<file path="config.mk">
export PLATFORM = sky130hd
export DESIGN_NAME = csa_resolve
export DESIGN_NICKNAME = d
export VERILOG_FILES = /design/src/rtl/csa_pkg.sv /design/src/rtl/slice_add.sv /design/src/rtl/csa_resolve.sv
export SDC_FILE = /design/constraint.sdc
export NUM_CORES = 1
export LEC_CHECK = 0
export CORE_ASPECT_RATIO = 1.75
export CORE_MARGIN = 2
export CORE_UTILIZATION = 35
export CTS_CLUSTER_SIZE = 25
export DETAILED_ROUTE_END_ITERATION = 16
export SLEW_MARGIN = 20
export SYNTH_ARGS = -nofsm -noshare
export SYNTH_HDL_FRONTEND = slang
export SYNTH_SLANG_ARGS = --single-unit
export TNS_END_PERCENT = 5
</file>
<file path="constraint.sdc">
create_clock -name clk -period 15.02 [get_ports clk]
set_input_delay 3.004 -clock clk [delete_from_list [all_inputs] [get_ports clk]]
set_output_delay 3.004 -clock clk [all_outputs]
set_load 0.05 [all_outputs]
</file>
<file path="src/rtl/csa_pkg.sv">
// Shared constants and the row type for the carry-save reduction tree and its resolver.
package csa_pkg;
  localparam int unsigned WIDTH_DEFAULT  = 64;
  localparam int unsigned SLICES_DEFAULT = 4;

  typedef logic [WIDTH_DEFAULT-1:0] row_t;
endpackage

</file>
<file path="src/rtl/slice_add.sv">
// Combinational W-bit adder with carry-in and carry-out; one instance per resolver slice.
module slice_add #(
  parameter int unsigned W = 16
) (
  input  logic [W-1:0] a,
  input  logic [W-1:0] b,
  input  logic         cin,
  output logic [W-1:0] sum,
  output logic         cout
);

  assign {cout, sum} = {1'b0, a} + {1'b0, b} + (W+1)'(cin);

endmodule

</file>
<file path="src/rtl/csa_resolve.sv">
// Carry-pipelined resolver: adds the sum and carry rows of a carry-save pair over SLICES slices.
// Define CSA_RESOLVE_OVF_EN to pipeline the final carry-out onto out_ovf; otherwise out_ovf is 0.
module csa_resolve
  import csa_pkg::*;
#(
  parameter int unsigned WIDTH  = WIDTH_DEFAULT,
  parameter int unsigned SLICES = SLICES_DEFAULT
) (
  input  logic             clk,
  input  logic             rst,
  input  logic             en,
  input  logic             in_valid,
  input  logic [WIDTH-1:0] in_sum,
  input  logic [WIDTH-1:0] in_carry,
  output logic             out_valid,
  output logic [WIDTH-1:0] out,
  output logic             out_ovf
);

  localparam int unsigned SW = WIDTH / SLICES;

  logic [SLICES-1:0] valid_q, valid_d;
  logic [SLICES-2:0] carry_q, carry_d, cout_c;
  logic [SLICES-1:0] cin_c;

  // Valid shift register and inter-slice carry registers
  always_comb begin
    valid_d = valid_q;
    carry_d = carry_q;
    if (en) begin
      valid_d = {valid_q[SLICES-2:0], in_valid};
      carry_d = cout_c;
    end
  end

  always_ff @(posedge clk or posedge rst) begin
    if (rst) begin
      valid_q <= '0;
      carry_q <= '0;
    end else begin
      valid_q <= valid_d;
      carry_q <= carry_d;
    end
  end

  assign out_valid = valid_q[SLICES-1];
  assign cin_c     = {carry_q, 1'b0};

`ifdef CSA_RESOLVE_OVF_EN
  logic last_cout_c, ovf_q, ovf_d;

  always_comb begin
    ovf_d = ovf_q;
    if (en) ovf_d = last_cout_c;
  end

  always_ff @(posedge clk or posedge rst) begin
    if (rst) ovf_q <= 1'b0;
    else     ovf_q <= ovf_d;
  end

  assign out_ovf = ovf_q;
`else
  assign out_ovf = 1'b0;
`endif

  for (genvar k = 0; k < SLICES; k++) begin : g_slice
    // Slice k result waits SLICES-k stages so every slice lands in the output together
    localparam int unsigned DEPTH = SLICES - k;

    logic [SW-1:0] a_c, b_c, sum_c;
    logic [SW-1:0] res_q [DEPTH];
    logic [SW-1:0] res_d [DEPTH];

    if (k == 0) begin : g_direct
      assign a_c = in_sum[SW-1:0];
      assign b_c = in_carry[SW-1:0];
    end else begin : g_skew
      logic [SW-1:0] a_q [k];
      logic [SW-1:0] a_d [k];
      logic [SW-1:0] b_q [k];
      logic [SW-1:0] b_d [k];

      always_comb begin
        a_d = a_q;
        b_d = b_q;
        if (en) begin
          a_d[0] = in_sum[k*SW +: SW];
          b_d[0] = in_carry[k*SW +: SW];
          for (int i = 1; i < k; i++) begin
            a_d[i] = a_q[i-1];
            b_d[i] = b_q[i-1];
          end
        end
      end

      always_ff @(posedge clk or posedge rst) begin
        if (rst) begin
          for (int i = 0; i < k; i++) begin
            a_q[i] <= '0;
            b_q[i] <= '0;
          end
        end else begin
          a_q <= a_d;
          b_q <= b_d;
        end
      end

      assign a_c = a_q[k-1];
      assign b_c = b_q[k-1];
    end

    if (k < SLICES - 1) begin : g_mid
      slice_add #(.W(SW)) u_add (
        .a    (a_c),
        .b    (b_c),
        .cin  (cin_c[k]),
        .sum  (sum_c),
        .cout (cout_c[k])
      );
    end else begin : g_last
`ifdef CSA_RESOLVE_OVF_EN
      slice_add #(.W(SW)) u_add (
        .a    (a_c),
        .b    (b_c),
        .cin  (cin_c[k]),
        .sum  (sum_c),
        .cout (last_cout_c)
      );
`else
      logic cout_unused;
      slice_add #(.W(SW)) u_add (
        .a    (a_c),
        .b    (b_c),
        .cin  (cin_c[k]),
        .sum  (sum_c),
        .cout (cout_unused)
      );
`endif
    end

    always_comb begin
      res_d = res_q;
      if (en) begin
        res_d[0] = sum_c;
        for (int i = 1; i < int'(DEPTH); i++) res_d[i] = res_q[i-1];
      end
    end

    always_ff @(posedge clk or posedge rst) begin
      if (rst) begin
        for (int i = 0; i < int'(DEPTH); i++) res_q[i] <= '0;
      end else begin
        res_q <= res_d;
      end
    end

    assign out[k*SW +: SW] = res_q[DEPTH-1];
  end

endmodule

</file>
==> metrics, run 1 <==
outcome=finished clean; number of hold buffers added after cts=0; Setup CP Type=in -> reg; vias in the first global route=10,600; Worst-Margin Slew=975 ps; RSZ-0062 raised after global routing=false; Iter 0 DRT Violations=381; Yosys Warn Count=0; number of buffers inserted by port buffering=196; Routed WL=34,400 um; Int Pwr=2.25 mW; global-route wire length before repair=56,800 um; number of vias per cell=4.93; Sw Ratio=33.8%; total power=3.40 mW; Psw=1.15 mW; Fin Setup TNS=0 ps; crit path launch type=input pin; maximum vdd drop=0.114 mV; Max-cap violations=0; dominant cells by area after synthesis=dfrtp_1 (55%), mux2_2 (23%), ha_1 (4.6%); clock buffer depth=3; GRT Overall Usage=14.4%; Post-synth EDFFs=0; Setup Fix Bufs, Post-CTS=0; Layout Area Growth over Synthesis=21.1%; largest net degree at the start of global routing=186; async set or reset register ratio after synthesis=100%; Clock Latency Late Sink=530 ps; row count=104; Synth Register Bits=359; CTS tree=built; post-route ant nets=0; final setup violating endpoints=0; Initial Util=35.5%; Final Max Slew Viols=0; Max Clock Freq=0.197 GHz; synthesized area=16,400 um^2; Clock power frac=27.6%; # DRC=0; syn_nets=1,412; slew margin rel.=35.0%; Placer Congestion=0.809; gr ovfl total=0; Seq/Total Area, Yosys=54.8%; synthesized instance count=1,213; chip height=290 um; Arr. time, crit path=5480 ps; post-CTS resize count=0; Die ar.=48,700 um^2; Hold/Removal Path Class=reg -> reg; clk slew on worst S/H paths=70 ps; core area=46,200 um^2; Crit Path Max Fanout=185; P_leak=8.31 nW; mean area per synthesized cell=13.5 um^2; fin crit share=33.8%; HPWL Detailed=24,000 um; main flop type after synthesis=dfrtp_1; Num CTS Buffers=37; DRT Pass-1 Iters=4; worst setup margin=9940 ps; Yosys top cell area share=54.8%; top cells by count, synth=dfrtp_1 (359), mux2_2 (333), ha_1 (60), a21oi_1 (51), buf_4 (49); Synth cell types=60; Flop pwr share=39.9%; WHS=472 ps; Util after Layout=43.0%; CTS root buffer=clkbuf_16; H-tree Lvls=2; vias=9,706; combinational power share=32.5%; pre-CTS setup slack=9400 ps; Setup Skew=26.2 ps; critical path capture point type=register; WL per Instance=17.5 um; num ports=198; PwrDens=171 nW/um^2; final hold vios=0; Layout fillers=4,275; nets=1,559; Clock Sinks=359; initial antenna violation count=2; min cycle time layout=5080 ps; die width=168 um; area leader, netlist=dfrtp_1; share of cells above drive strength 1=30.0%; top-count cell post-synth=dfrtp_1; Worst Path Required=15,420 ps
power groups by stage:
stage	clock network (mW)	logic [mW]	registers, mW
2_1_floorplan	0	0.813	1.39
3_3_place_gp	0	1.10	1.37
3_5_place_dp	0	1.12	1.38
4_1_cts	0.975	1.12	1.36
5_1_grt	1.01	1.19	1.39
6_report	0.938	1.11	1.35
flip-flops by register name, indices dropped and copies added (netlist names):
signal              flops
g_slice.b_c            48
out                    48
g_slice.g_skew.a_q     48
carry_q                 3
valid_q                 4
g_slice.g_skew.b_q     48
g_slice.a_c            48
g_slice.res_q         112
metrics by stage:
stage / instance area (um^2) / std cells
2_1_floorplan: 16400 / 1213
4_1_cts: 19800 / 1968
6_report: 19800 / 1969
3_5_place_dp: 18600 / 1904
5_1_grt: 19800 / 1968
3_3_place_gp: 18600 / 1904
critical path: stages:
cell and delay [ps]:
buf_8 320, buf_4 730, buf_12 740, nand2_1 150, o311ai_0 320
placed cells by master (no fill, tap or decap), types with 13 or more instances in the layout:
master | Yosys | layout
a21oi_1 | 51 | 51
clkdlybuf4s50_1 | 0 | 195
mux2_2 | 333 | 333
xnor2_1 | 32 | 32
ha_1 | 60 | 60
a21o_1 | 18 | 18
nor2_1 | 37 | 37
nand2_1 | 38 | 38
o21ai_0 | 32 | 32
clkbuf_16 | 0 | 39
dfrtp_1 | 359 | 359
inv_1 | 20 | 19
xor2_1 | 13 | 13
kinds of logic (layout without fill, tap and decap cells):
family                   after synthesis  in the layout  synth area share (%)
multiplexers                         333            333                  22.9
adder cells (fa/ha/maj)               67             67                  5.43
flip-flops                           359            359                  54.8
other                                  1              2                0.0229
AND/OR/NAND/NOR                      114            114                  3.20
XOR/XNOR                              45             45                  2.40
AO/OA/AOI/OAI                        181            181                  7.51
buffers and inverters                113            285                  3.76
per-layer routing:
metal | vias up | GRT usage, % | wire [um]
met5 | - | 0 | 13
met3 | 54 | 2.86 | 1600
li1 | 4616 | - | -
met4 | 2 | 5.03 | 971
met1 | 4825 | 16.6 | 13700
met2 | 209 | 26.5 | 18100
layout make-up:
cell class / count / area, um^2 / area share (%)
Antenna cell: 1 / 2.50 / 0.0126
Clock buffer: 45 / 1010 / 5.08
Clock inverter: 19 / 215 / 1.08
Inverter: 20 / 82.6 / 0.416
Multi-Input combinational cell: 741 / 6790 / 34.2
Sequential cell: 359 / 8980 / 45.3
Tap cell: 583 / 729 / 3.68
Timing Repair Buffer: 201 / 2030 / 10.2
final timing paths:
path	from	endpoint	slack (ps)	cells after the start
setup / recovery	en	g_slice[1].res_q[47]	9940	5
max in group asynchronous	rst	g_slice[2].res_q[21]	10420	3
hold reg to reg	g_slice[3].g_skew.b_q[17]	g_slice[3].b_c[1]	470	2
hold / removal	g_slice[3].g_skew.b_q[17]	g_slice[3].b_c[1]	470	2
min in group asynchronous	rst	out[9]	3030	2
setup reg to reg	g_slice[1].a_c[0]	g_slice[1].res_q[44]	12150	8
Power figures use the tool's default switching activity.
==> inputs of run 2 (changes only) <==
clock period = 5 ns   (was 15.02 ns; I/O delays follow)
==> run 2 against run 1 <==
Effect of this change:
- clock-buffer cell count rose by 10
- clock skew fell by 6.9 ps
- final cell count rose by 0.36%
- sequential cell count did not move
- die area did not move
- sequential power rose to 3.0 times the previous value
- clock power rose to 3.0 times the previous value
- register-to-register slack got worse by 10000 ps
- global-route usage fell by 0.21 points
- critical endpoint is now g_slice[0].res_q[62]
- largest cell class unchanged
==> metrics, run 2 (same netlist as run 1, synthesis figures left out) <==
clk slew on worst S/H paths=60 ps; Final Max Slew Viols=0; final hold vios=0; die width=168 um; fin crit share=60.6%; Setup Fix Bufs, Post-CTS=0; Fin Setup TNS=0 ps; slew margin rel.=29.4%; WHS Path Cells=1; CTS root buffer=clkbuf_16; Setup CP Type=in -> reg; outcome=finished clean; min cycle time layout=3030 ps; Inst Count DP=1,910; row count=104; Int Pwr=6.72 mW; P_leak=8.33 nW; final setup violating endpoints=0; maximum vdd drop=0.382 mV; Initial Util=35.5%; most frequent cells in the layout=dfrtp_1 (359), mux2_2 (333), clkdlybuf4s50_1 (195); # diodes=0; Flop pwr share=40.0%; nets=1,565; post-route ant nets=0; share of cells above drive strength 1=30.2%; clock buffer depth=3; number of hold buffers added after cts=0; Placer Congestion=0.825; depth of the most critical reg-to-reg path=8; design area=19,900 um^2; chip height=290 um; vias in the first global route=10,600; Cell Area, Placed=18,700 um^2; Layout Area Growth over Synthesis=21.5%; core area=46,200 um^2; Setup Skew=19.3 ps; number of vias per cell=4.93; global-route wire length before repair=55,800 um; pre-CTS setup slack=1410 ps; Layout fillers=4,293; Max Clock Freq=0.330 GHz; Clock Sinks=359; Iter 0 DRT Violations=438; critical path capture point type=register; Routed WL=34,000 um; Num CTS Buffers=37; gr ovfl total=0; # DRC=0; post-CTS resize count=0; largest net degree at the start of global routing=189; total power=10.2 mW; H-tree Lvls=2; HPWL Detailed=24,000 um; Final Non-Filler Cells=1,976; CTS tree=built; Hold/Removal Path Class=reg -> reg; max reg flops=112; Clock Latency Late Sink=530 ps; Worst-Margin Slew=1060 ps; Clock power frac=27.2%; GRT Overall Usage=14.2%; number of buffers inserted by port buffering=196; DRT Pass-1 Iters=4; WL per Instance=17.2 um; Die ar.=48,700 um^2; crit path launch type=input pin; num ports=198; RSZ-0062 raised after global routing=false; commonest non-fill, non-tap cell in the layout=dfrtp_1; Worst Path Required=5400 ps; Psw=3.44 mW; PwrDens=510 nW/um^2; combinational power share=32.7%; Biggest register=g_slice.res_q; Sw Ratio=33.8%; worst setup margin=1970 ps; vias=9,742; Arr. time, crit path=3430 ps; initial antenna violation count=0; Crit Path Max Fanout=4; Max-cap violations=0
==> run 2: worst paths after layout <==
kind | from | end | slack [ps]
worst min-delay path | g_slice[1].res_q[35] | g_slice[1].res_q[35] | 480
worst min register to register | g_slice[1].res_q[35] | g_slice[1].res_q[35] | 480
worst max register to register | carry_q[1] | g_slice[2].res_q[28] | 2160
worst max-delay path | in_sum[0] | g_slice[0].res_q[62] | 1970
max in group asynchronous | rst | g_slice[2].g_skew.b_q[16] | 2950
min in group asynchronous | rst | out[24] | 960
==> run 2: power groups by stage <==
stage / Clock (mW) / Combinational (mW) / Sequential, mW
after detailed placement: 0 / 3.36 / 4.14
after floorplan: 0 / 2.44 / 4.19
after CTS: 2.88 / 3.38 / 4.09
final: 2.77 / 3.33 / 4.07
after global placement: 0 / 3.32 / 4.12
after global routing: 2.98 / 3.59 / 4.17
==> run 2: layout make-up <==
| cell class | instances | area [um^2] | area share (%) |
|---|---|---|---|
| flip-flops and latches | 359 | 8980 | 45.1 |
| multi-input cells | 741 | 6790 | 34.1 |
| repair buffers | 207 | 2110 | 10.6 |
| clock buffers | 55 | 1130 | 5.65 |
| well taps | 583 | 729 | 3.66 |
| clock inverters | 11 | 96.3 | 0.484 |
| inverters | 20 | 78.8 | 0.396 |
==> run 2: critical path, stage by stage <==
cell and delay, ps:
clkdlybuf4s50_1 400, ha_1 240, fa_1 420, a21oi_1 260
o211ai_1 250, a31oi_1 230, o21ai_0 170, xor2_1 180
mux2_2 280
==> run 2: stage by stage <==
step / util (%) / hold WS (ps)
final: 43.1 / 477
after global routing: 43.1 / 512
after CTS: 43.1 / 484
after detailed placement: 40.5 / 470
after global placement: 40.5 / 463
after floorplan: - / 446
==> run 2: metal layers <==
layer | vias up | GRT usage (%) | part of all wire, %
met3 | 48 | 2.44 | 4.0
met4 | 0 | 4.60 | 2.6
met1 | 4893 | 16.4 | 40
met2 | 185 | 26.5 | 54
met5 | - | 0 | 0
li1 | 4616 | - | -
